### src/rtl/fc_feeder.sv
// Sequencer for the fully-connected front end: streams activation/weight words
// per neuron, supplies the bias, collects the datapath result and writes it back.
module fc_feeder #(
    parameter int DW      = 64,
    parameter int BW      = 25,
    parameter int RW      = 21,
    parameter int WORDS   = 64,
    parameter int NA_W    = 6,
    parameter int TIMEOUT = 255
) (
    input  logic                             clk,
    input  logic                             rst,
    input  logic                             start,
    input  logic [NA_W:0]                    num_neurons,
    output logic                             busy,
    output logic                             done,
    output logic                             err,
    output logic                             d_ren,
    output logic [$clog2(WORDS)-1:0]         d_raddr,
    input  logic [DW-1:0]                    d_rdata,
    output logic                             w_ren,
    output logic [NA_W+$clog2(WORDS)-1:0]    w_raddr,
    input  logic [DW-1:0]                    w_rdata,
    output logic                             b_ren,
    output logic [NA_W-1:0]                  b_raddr,
    input  logic [BW-1:0]                    b_rdata,
    output logic                             fc_vld,
    output logic [DW-1:0]                    fc_d,
    output logic [DW-1:0]                    fc_w,
    output logic [BW-1:0]                    fc_bias,
    input  logic [RW-1:0]                    fc_result,
    input  logic                             fc_cyc_done,
    output logic                             r_wen,
    output logic [NA_W-1:0]                  r_waddr,
    output logic [RW-1:0]                    r_wdata
);

    localparam int KW = $clog2(WORDS);
    localparam int TW = $clog2(TIMEOUT + 1);
    localparam logic [KW-1:0]   K_ONE    = KW'(1);
    localparam logic [KW-1:0]   K_LAST   = KW'(WORDS - 1);
    localparam logic [TW-1:0]   TMO_ONE  = TW'(1);
    localparam logic [TW-1:0]   TMO_LAST = TW'(TIMEOUT - 1);
    localparam logic [NA_W:0]   NUM_ZERO = {(NA_W+1){1'b0}};

    typedef enum logic [2:0] {
        ST_IDLE  = 3'd0,
        ST_ISSUE = 3'd1,
        ST_WAIT  = 3'd2,
        ST_WRITE = 3'd3,
        ST_FIN   = 3'd4
    } state_t;

    state_t            state_r;
    state_t            state_s;
    logic [KW-1:0]     k_r;
    logic [NA_W-1:0]   n_r;
    logic [NA_W:0]     num_r;
    logic [NA_W:0]     n_inc_s;
    logic [TW-1:0]     tmo_r;
    logic              busy_r;
    logic              done_r;
    logic              err_r;
    logic              r_wen_r;
    logic [NA_W-1:0]   r_waddr_r;
    logic [RW-1:0]     r_wdata_r;
    logic              fc_vld_r;
    logic              b_vld_r;
    logic [BW-1:0]     fc_bias_r;
    logic              d_ren_s;
    logic              b_ren_s;
    logic [KW-1:0]     d_raddr_s;
    logic [NA_W-1:0]   b_raddr_s;

    assign n_inc_s = {1'b0, n_r} + {{NA_W{1'b0}}, 1'b1};

    // State register
    always_ff @(posedge clk or posedge rst) begin
        if (rst) begin
            state_r <= ST_IDLE;
        end else begin
            state_r <= state_s;
        end
    end

    // Next-state logic
    always_comb begin
        state_s = state_r;
        case (state_r)
            ST_IDLE: begin
                if (start) begin
                    state_s = (num_neurons == NUM_ZERO) ? ST_FIN : ST_ISSUE;
                end else begin
                    state_s = ST_IDLE;
                end
            end
            ST_ISSUE: begin
                if (k_r == K_LAST) begin
                    state_s = ST_WAIT;
                end else begin
                    state_s = ST_ISSUE;
                end
            end
            ST_WAIT: begin
                if (fc_cyc_done) begin
                    state_s = ST_WRITE;
                end else if (tmo_r == TMO_LAST) begin
                    state_s = ST_FIN;
                end else begin
                    state_s = ST_WAIT;
                end
            end
            ST_WRITE: begin
                if (n_inc_s == num_r) begin
                    state_s = ST_FIN;
                end else begin
                    state_s = ST_ISSUE;
                end
            end
            ST_FIN:  state_s = ST_IDLE;
            default: state_s = ST_IDLE;
        endcase
    end

    // Read-side outputs track the ISSUE state directly so reads are back-to-back
    always_comb begin
        d_ren_s   = 1'b0;
        b_ren_s   = 1'b0;
        d_raddr_s = {KW{1'b0}};
        b_raddr_s = {NA_W{1'b0}};
        if (state_r == ST_ISSUE) begin
            d_ren_s   = 1'b1;
            b_ren_s   = (k_r == {KW{1'b0}});
            d_raddr_s = k_r;
            b_raddr_s = n_r;
        end else begin
            d_ren_s   = 1'b0;
            b_ren_s   = 1'b0;
        end
    end

    // Counters, run status and result capture
    always_ff @(posedge clk or posedge rst) begin
        if (rst) begin
            k_r       <= {KW{1'b0}};
            n_r       <= {NA_W{1'b0}};
            num_r     <= NUM_ZERO;
            tmo_r     <= {TW{1'b0}};
            busy_r    <= 1'b0;
            err_r     <= 1'b0;
            r_wdata_r <= {RW{1'b0}};
        end else begin
            case (state_r)
                ST_IDLE: begin
                    if (start) begin
                        num_r  <= num_neurons;
                        err_r  <= 1'b0;
                        busy_r <= 1'b1;
                        n_r    <= {NA_W{1'b0}};
                        k_r    <= {KW{1'b0}};
                    end
                end
                ST_ISSUE: begin
                    k_r   <= (k_r == K_LAST) ? {KW{1'b0}} : k_r + K_ONE;
                    tmo_r <= {TW{1'b0}};
                    if (fc_cyc_done) begin
                        err_r <= 1'b1;
                    end
                end
                ST_WAIT: begin
                    if (fc_cyc_done) begin
                        r_wdata_r <= fc_result;
                    end else if (tmo_r == TMO_LAST) begin
                        err_r <= 1'b1;
                    end else begin
                        tmo_r <= tmo_r + TMO_ONE;
                    end
                end
                ST_WRITE: begin
                    n_r <= n_inc_s[NA_W-1:0];
                    if (fc_cyc_done) begin
                        err_r <= 1'b1;
                    end
                end
                ST_FIN:  busy_r <= 1'b0;
                default: busy_r <= 1'b0;
            endcase
        end
    end

    // Write strobe and done follow their states by one registered cycle
    always_ff @(posedge clk or posedge rst) begin
        if (rst) begin
            done_r    <= 1'b0;
            r_wen_r   <= 1'b0;
            r_waddr_r <= {NA_W{1'b0}};
            fc_vld_r  <= 1'b0;
            b_vld_r   <= 1'b0;
            fc_bias_r <= {BW{1'b0}};
        end else begin
            done_r   <= (state_r == ST_FIN);
            r_wen_r  <= (state_r == ST_WRITE);
            fc_vld_r <= d_ren_s;
            b_vld_r  <= b_ren_s;
            if (state_r == ST_WRITE) begin
                r_waddr_r <= n_r;
            end
            if (b_vld_r) begin
                fc_bias_r <= b_rdata;
            end
        end
    end

    assign busy    = busy_r;
    assign done    = done_r;
    assign err     = err_r;
    assign d_ren   = d_ren_s;
    assign w_ren   = d_ren_s;
    assign d_raddr = d_raddr_s;
    assign w_raddr = d_ren_s ? {n_r, k_r} : {(NA_W+KW){1'b0}};
    assign b_ren   = b_ren_s;
    assign b_raddr = b_raddr_s;
    assign fc_vld  = fc_vld_r;
    assign fc_d    = rst ? {DW{1'b0}} : d_rdata;
    assign fc_w    = rst ? {DW{1'b0}} : w_rdata;
    assign fc_bias = fc_bias_r;
    assign r_wen   = r_wen_r;
    assign r_waddr = r_waddr_r;
    assign r_wdata = r_wdata_r;

endmodule

### config.mk
export PLATFORM = sky130hd
export DESIGN_NAME = fc_feeder
export DESIGN_NICKNAME = d
export VERILOG_FILES = /design/src/rtl/fc_feeder.sv
export SDC_FILE = /design/constraint.sdc
export NUM_CORES = 1
export LEC_CHECK = 0
export CAP_MARGIN = 15
export CORE_AREA = 2 2 154 156
export CTS_CLUSTER_DIAMETER = 60
export DETAILED_ROUTE_END_ITERATION = 12
export DIE_AREA = 0 0 156 158
export PLACE_DENSITY_LB_ADDON = 0.3
export SLEW_MARGIN = 20
export SYNTH_ARGS = -nofsm -noshare
export SYNTH_HDL_FRONTEND = slang
export SYNTH_SLANG_ARGS = --single-unit
export TNS_END_PERCENT = 1
### constraint.sdc
create_clock -name clk -period 8.46 [get_ports clk]
set_clock_uncertainty 0.1 [all_clocks]
set_input_delay 1.692 -clock clk [delete_from_list [all_inputs] [get_ports clk]]
set_output_delay 1.692 -clock clk [all_outputs]
set_load 0.03 [all_outputs]
==> results of run 1 <==
critical path, cell delays in order:
cell and delay (ns):
buf_4 0.46, buf_4 0.63, nor2b_1 0.14, clkdlybuf4s50_1 0.66
final timing paths:
check | start | to | slack (ns) | depth (start not counted)
worst max-delay path | rst | fc_w[22] | 3.00 | 4
worst min register to register | r_waddr[5] | r_waddr[5] | 0.38 | 2
worst min-delay path | r_waddr[5] | r_waddr[5] | 0.38 | 2
max in group asynchronous | rst | fc_bias[16] | 5.52 | 3
worst max register to register | state_r[2] | state_r[0] | 5.85 | 6
min in group asynchronous | rst | num_r[0] | 1.55 | 2
layout by cell type, fill, tap and decap left out, types with 9 or more instances in the layout:
cell type	netlist	routed
o21ai_0	15	15
nand3_1	10	10
and2_1	12	12
clkbuf_16	0	9
nand2_1	32	32
dfrtp_1	88	88
mux2_2	54	54
clkdlybuf4s50_1	0	395
nor2b_1	129	129
xnor2_1	11	11
inv_1	10	9
nor2_1	19	19
power by group:
group,switching [mW],internal [mW],leakage (nW)
combinational,0.498,0.463,2.40
clock,0.167,0.210,0.140
sequential,0.0909,0.526,1.13
total,0.756,1.20,3.67
state kept, by name (all words and copies together), names as in the netlist:
name     cells
err          1
num_r        7
n_r          6
r_wdata     21
r_wen        1
state_r      3
fc_bias     25
k_r          6
busy         1
done         1
tmo_r        8
fc_vld       1
b_vld_r      1
r_waddr      6
logic make-up after synthesis:
family,count (synthesis),share of synthesized area (%)
buffers and inverters,52,5.294
flip-flops,88,45.68
AO/OA/AOI/OAI,37,5.580
XOR/XNOR,16,2.907
multiplexers,55,12.82
AND/OR/NAND/NOR,223,26.42
adder cells (fa/ha/maj),5,1.298
cell type report:
type | instances | area share (%)
clock buffer | 11 | 2.625
clock inverter | 5 | 0.4330
inverter | 10 | 0.4194
multi-input combinational | 336 | 25.63
sequential | 88 | 23.81
tap | 290 | 3.924
timing repair buffer | 400 | 43.16
per-stage QoR:
step / setup slack (ns) / cell area [um2]
floorplan: 4.123 / 4821
global placement: 3.034 / 8965
detailed placement: 3.027 / 8965
CTS: 3.013 / 9248
global route: 2.845 / 9248
finish: 3.002 / 9248
per-layer routing:
| layer | part of all wire, % | GRT usage [%] | wire length, um | up-vias |
|---|---|---|---|---|
| li1 | - | - | - | 2296 |
| met2 | 48 | 23.89 | 8790 | 232 |
| met3 | 8.9 | 4.572 | 1617 | 18 |
| met5 | 0 | 0 | 0 | - |
| met1 | 40 | 15.94 | 7220 | 2136 |
| met4 | 2.8 | 5.111 | 514 | 0 |
==> metrics, run 1 <==
status=finished clean; DR pass1 iterations=4; Hold Fails Final Rpt=0; CP endpoint kind=output port; max-slew violations=0; Slew HR=31.43%; H-tree level count=3; crit path launch type=input port; Synth async-reset ratio=100.0%; total CTS buffers=9; HPWL Detailed=14.47 mm; Fill cells=2267; Vias=4682; initial antenna violation count=0; CTS tree=built; Initial Util=approximately a fifth; GRT Overall Usage=13.82%; register area share after synthesis=a little under half; clk buf depth=2; post-route ant nets=0; FF+latch area=0.002202 mm2; min cycle time layout=about 5.5 ns; final setup fails=0; Post-CTS Setup Repair Bufs=0; RSZ-0062 raised after global routing=false; share of cells above drive strength 1=about a tenth; DIE AREA=0.02465 mm2; overall power=1.955 mW; clk slew on worst S/H paths=0.06 ns; net count after synthesis=666; chip width=between 150 and 200 um; ANT cells=0; count leader, synth=nor2b_1; Clk Latency, worst-skew pair=around 0.33 ns; area grow syn2layout=91.82%; VDD IR-drop max=between 0.1 and 0.15 mV; WL final=roughly 18 mm; I/O pins=roughly 400; Syn. warnings=0; first-pass GRT wire length=26.19 mm; IO Port Bufs=roughly 400; critical path arrival=3.67 ns; pin count of the biggest net entering global routing=between 70 and 80; Max-cap violations=0; hold buffers post-CTS=0; placed cells=1124; hold slack=between 0.3 and 0.4 ns; multi-input combinational cell area=0.002370 mm2; Critical Path RT=6.67 ns; DR iter-0 viols=177; worst min path class=reg2reg; CTS root buf=clkbuf_16; fin cells=1140; Final nets=1035; RD Place Congestion=0.7865; prevailing post-synth register cell=dfrtp_1; synthesized flop and latch total=88; Post-CTS Resized=0; Mapped Avg Cell Area=10.13 um2; critical setup path kind=in2out; fin util=approximately two fifths; Synth area leaders=dfrtp_1, nor2b_1, mux2_2, nand2_1, buf_4; vias in the first global route=~4.7k; Remaining Overflow, GRT=0; fmax=183.2 MHz; Core Region=about 0.023 mm2; CP max FO=70; DR DRC count=0; number of synthesized flops with an enable pin=0; period utilisation layout=64.52%; clk sinks=88; top-area cell type share of the netlist area=45.68%; Post-Syn Instances=~480; Tightest Pin Transition=1.029 ns; DR WL/cell=15.91 um; Static Leak=3.669 nW; DIE HEIGHT=158 um; Setup TNS Final=0 ns; Post-Syn Area=0.004821 mm2; # rows=56; Yosys top cell by area=dfrtp_1; pwr dens=211.4 mW/mm2; synth cell count leaders=nor2b_1, dfrtp_1, mux2_2; drt via density=4.107; Yosys cell types=40
Power figures use the tool's default switching activity.
==> inputs of run 2 (changes only) <==
--- a/config.mk
+++ b/config.mk
@@ -6,10 +6,10 @@
 export NUM_CORES = 1
 export LEC_CHECK = 0
 export CAP_MARGIN = 15
-export CORE_AREA = 2 2 154 156
+export CORE_AREA = 2 2 155 157
 export CTS_CLUSTER_DIAMETER = 60
 export DETAILED_ROUTE_END_ITERATION = 12
-export DIE_AREA = 0 0 156 158
+export DIE_AREA = 0 0 157 159
 export PLACE_DENSITY_LB_ADDON = 0.3
 export SLEW_MARGIN = 20
 export SYNTH_ARGS = -nofsm -noshare
==> constraint.sdc (replaced) <==
create_clock -name clk -period 4.86 [get_ports clk]
set_clock_uncertainty 0.1 [all_clocks]
set_input_delay 0.972 -clock clk [delete_from_list [all_inputs] [get_ports clk]]
set_output_delay 0.972 -clock clk [all_outputs]
set_load 0.03 [all_outputs]
==> run 2 against run 1 <==
Effect of this change: final area rose by 0.84%; sequential power rose by 75%; clock-buffer cell count did not move; critical path depth rose by 2; routed wire length fell by 1.1%; register-to-register slack got worse by 3.3 ns.
==> metrics, run 2 (same netlist as run 1, synthesis figures left out) <==
Hold Fails Final Rpt=0 (unchanged); post-route design area=0.009325 mm2 (+0.84%); max-slew violations=0 (unchanged); clk slew on worst S/H paths=0.06 ns (about the same); min cycle time layout=3.846 ns; GRT Overall Usage=13.93% (+0.11 points); met3 wire len=1.610 mm (-0.43%); DR iter-0 viols=166 (-6.2%); final setup fails=0 (unchanged); first-pass GRT wire length=27.08 mm (+3.4%); crit path launch type=flop; placed cell areas=0.009029 mm2 (+0.71%); Slew HR=33.95% (+2.5 points); status=finished clean; DIE HEIGHT=159 um (+0.63%); Core Region=0.02319 mm2 (+0.61%); chip width=157 um (+0.64%); IO Port Bufs=396 (unchanged); worst min path class=reg2reg; vias in the first global route=4769 (+2.0%); M1 WL=6.724 mm (-6.9%); DIE AREA=0.02496 mm2 (+1.3%); most frequent cells in the layout=clkdlybuf4s50_1, nor2b_1, dfrtp_1; Clk Latency, worst-skew pair=0.34 ns (about the same); Setup TNS Final=0 ns (unchanged); commonest non-fill, non-tap cell in the layout=clkdlybuf4s50_1; clk sinks=88 (unchanged); Buf+Inv Stages, Crit Path=4 (+1); share of cells above drive strength 1=9.859% (+0.21 points); # rows=56 (unchanged); DR pass1 iterations=6 (+2); CP delay by family, top=buffers and inverters; Initial Util=20.79% (-0.13 points); HPWL Detailed=14.51 mm (+0.29%); Critical Path RT=3.79 ns (-2.88 ns); CTS root buf=clkbuf_16; DR DRC count=0 (unchanged); VDD IR-drop max=0.2134 mV (+110%); CP max FO=24 (-66%); post-route ant nets=0 (unchanged); Max-cap violations=0 (unchanged); Post-CTS Resized=0 (unchanged); metal2 WL=9.238 mm (+5.1%); Top Metal Used=met4; Remaining Overflow, GRT=0 (unchanged); pin count of the biggest net entering global routing=81 (+14%); WL final=17.94 mm (-1.1%); CTS tree=built; Worst path slowest cell=clkdlybuf4s50_1; total CTS buffers=9 (unchanged); Largest stage delay, worst path=0.70 ns (+0.04 ns); Final nets=1037 (+0.19%); max reg flops=25 (unchanged); RD Place Congestion=0.8412 (+7.0%); RSZ-0062 raised after global routing=false; Static Leak=3.693 nW (+0.65%); area grow syn2layout=93.43%; Post-CTS Setup Repair Bufs=0 (unchanged); Tightest Pin Transition=0.9908 ns (-0.03779 ns); DR WL/cell=15.32 um (-3.7%); critical setup path kind=reg2out; H-tree level count=3 (unchanged); CP endpoint kind=output port; Vias=4717 (+0.75%); hold slack=0.3831 ns (+0.002905 ns); Worst path most repeated cell=inv_1; period utilisation layout=between 70% and 80%; hold buffers post-CTS=0 (unchanged); pwr dens=368.5 mW/mm2 (+74%); fmax=260.0 MHz; critical path, cell by cell=inv_1, nand3b_1, buf_4, inv_1, and4b_1, clkdlybuf4s50_1; ANT cells=0 (unchanged); initial antenna violation count=0 (unchanged); overall power=3.437 mW (+76%); clk buf depth=2 (unchanged); critical path arrival=2.77 ns (-0.90 ns); drt via density=4.028 (-1.9%); I/O pins=397 (unchanged)
[run 2: changes by cell type in the layout (fill, tap and decap cells not counted), sizes merged]
cell and change:
inv -1, buf +2, bufinv +1
[run 2: tightest hold or removal path, delay by kind of cell (launching register included)]
kind             cells  cell delay (ns)
flip-flops           1             0.34
AND/OR/NAND/NOR      2             0.10
[run 2: path summary, 6_finish.rpt]
| kind | startpoint | end | slack [ns] | cells past startpoint |
|---|---|---|---|---|
| hold reg to reg | r_waddr[2] | r_waddr[2] | 0.38 | 2 |
| setup reg to reg | state_r[2] | state_r[0] | 2.57 | 7 |
| max in group asynchronous | rst | r_wdata[13] | 2.83 | 3 |
| hold / removal | r_waddr[2] | r_waddr[2] | 0.38 | 2 |
| setup / recovery | state_r[2] | b_ren | 1.01 | 6 |
| min in group asynchronous | rst | busy | 1.01 | 2 |
[run 2: layout make-up]
type,instances,area [um2]
Tap cell,319,399.1
Inverter,10,38.79
Timing Repair Buffer,402,4019
Fill cell,2293,13870
Clock buffer,11,242.7
Multi-Input combinational cell,336,2370
Sequential cell,88,2202
Clock inverter,5,53.80
[run 2: report_power, final]
group          switching (mW)  total [mW]  internal (mW)
Combinational           0.854        1.66          0.810
Clock                   0.284       0.696          0.412
Sequential              0.160        1.08          0.916
Total                    1.30        3.44           2.14
[run 2: metrics by stage]
| step | worst slack [ns] | std cells | util (%) |
|---|---|---|---|
| 2_1_floorplan | 1.301 | 476 | - |
| 3_3_place_gp | 1.177 | 1155 | 38.93 |
| 3_5_place_dp | 1.169 | 1155 | 38.93 |
| 4_1_cts | 0.9469 | 1171 | 40.21 |
| 5_1_grt | 0.7905 | 1171 | 40.21 |
| 6_report | 1.014 | 1171 | 40.21 |
[run 2: per-layer routing]
| layer | vias to the layer above | track usage, % |
|---|---|---|
| met4 | 0 | 4.545 |
| met2 | 237 | 24.98 |
| met3 | 25 | 4.437 |
| li1 | 2296 | - |
| met1 | 2159 | 15.45 |
| met5 | - | 0 |
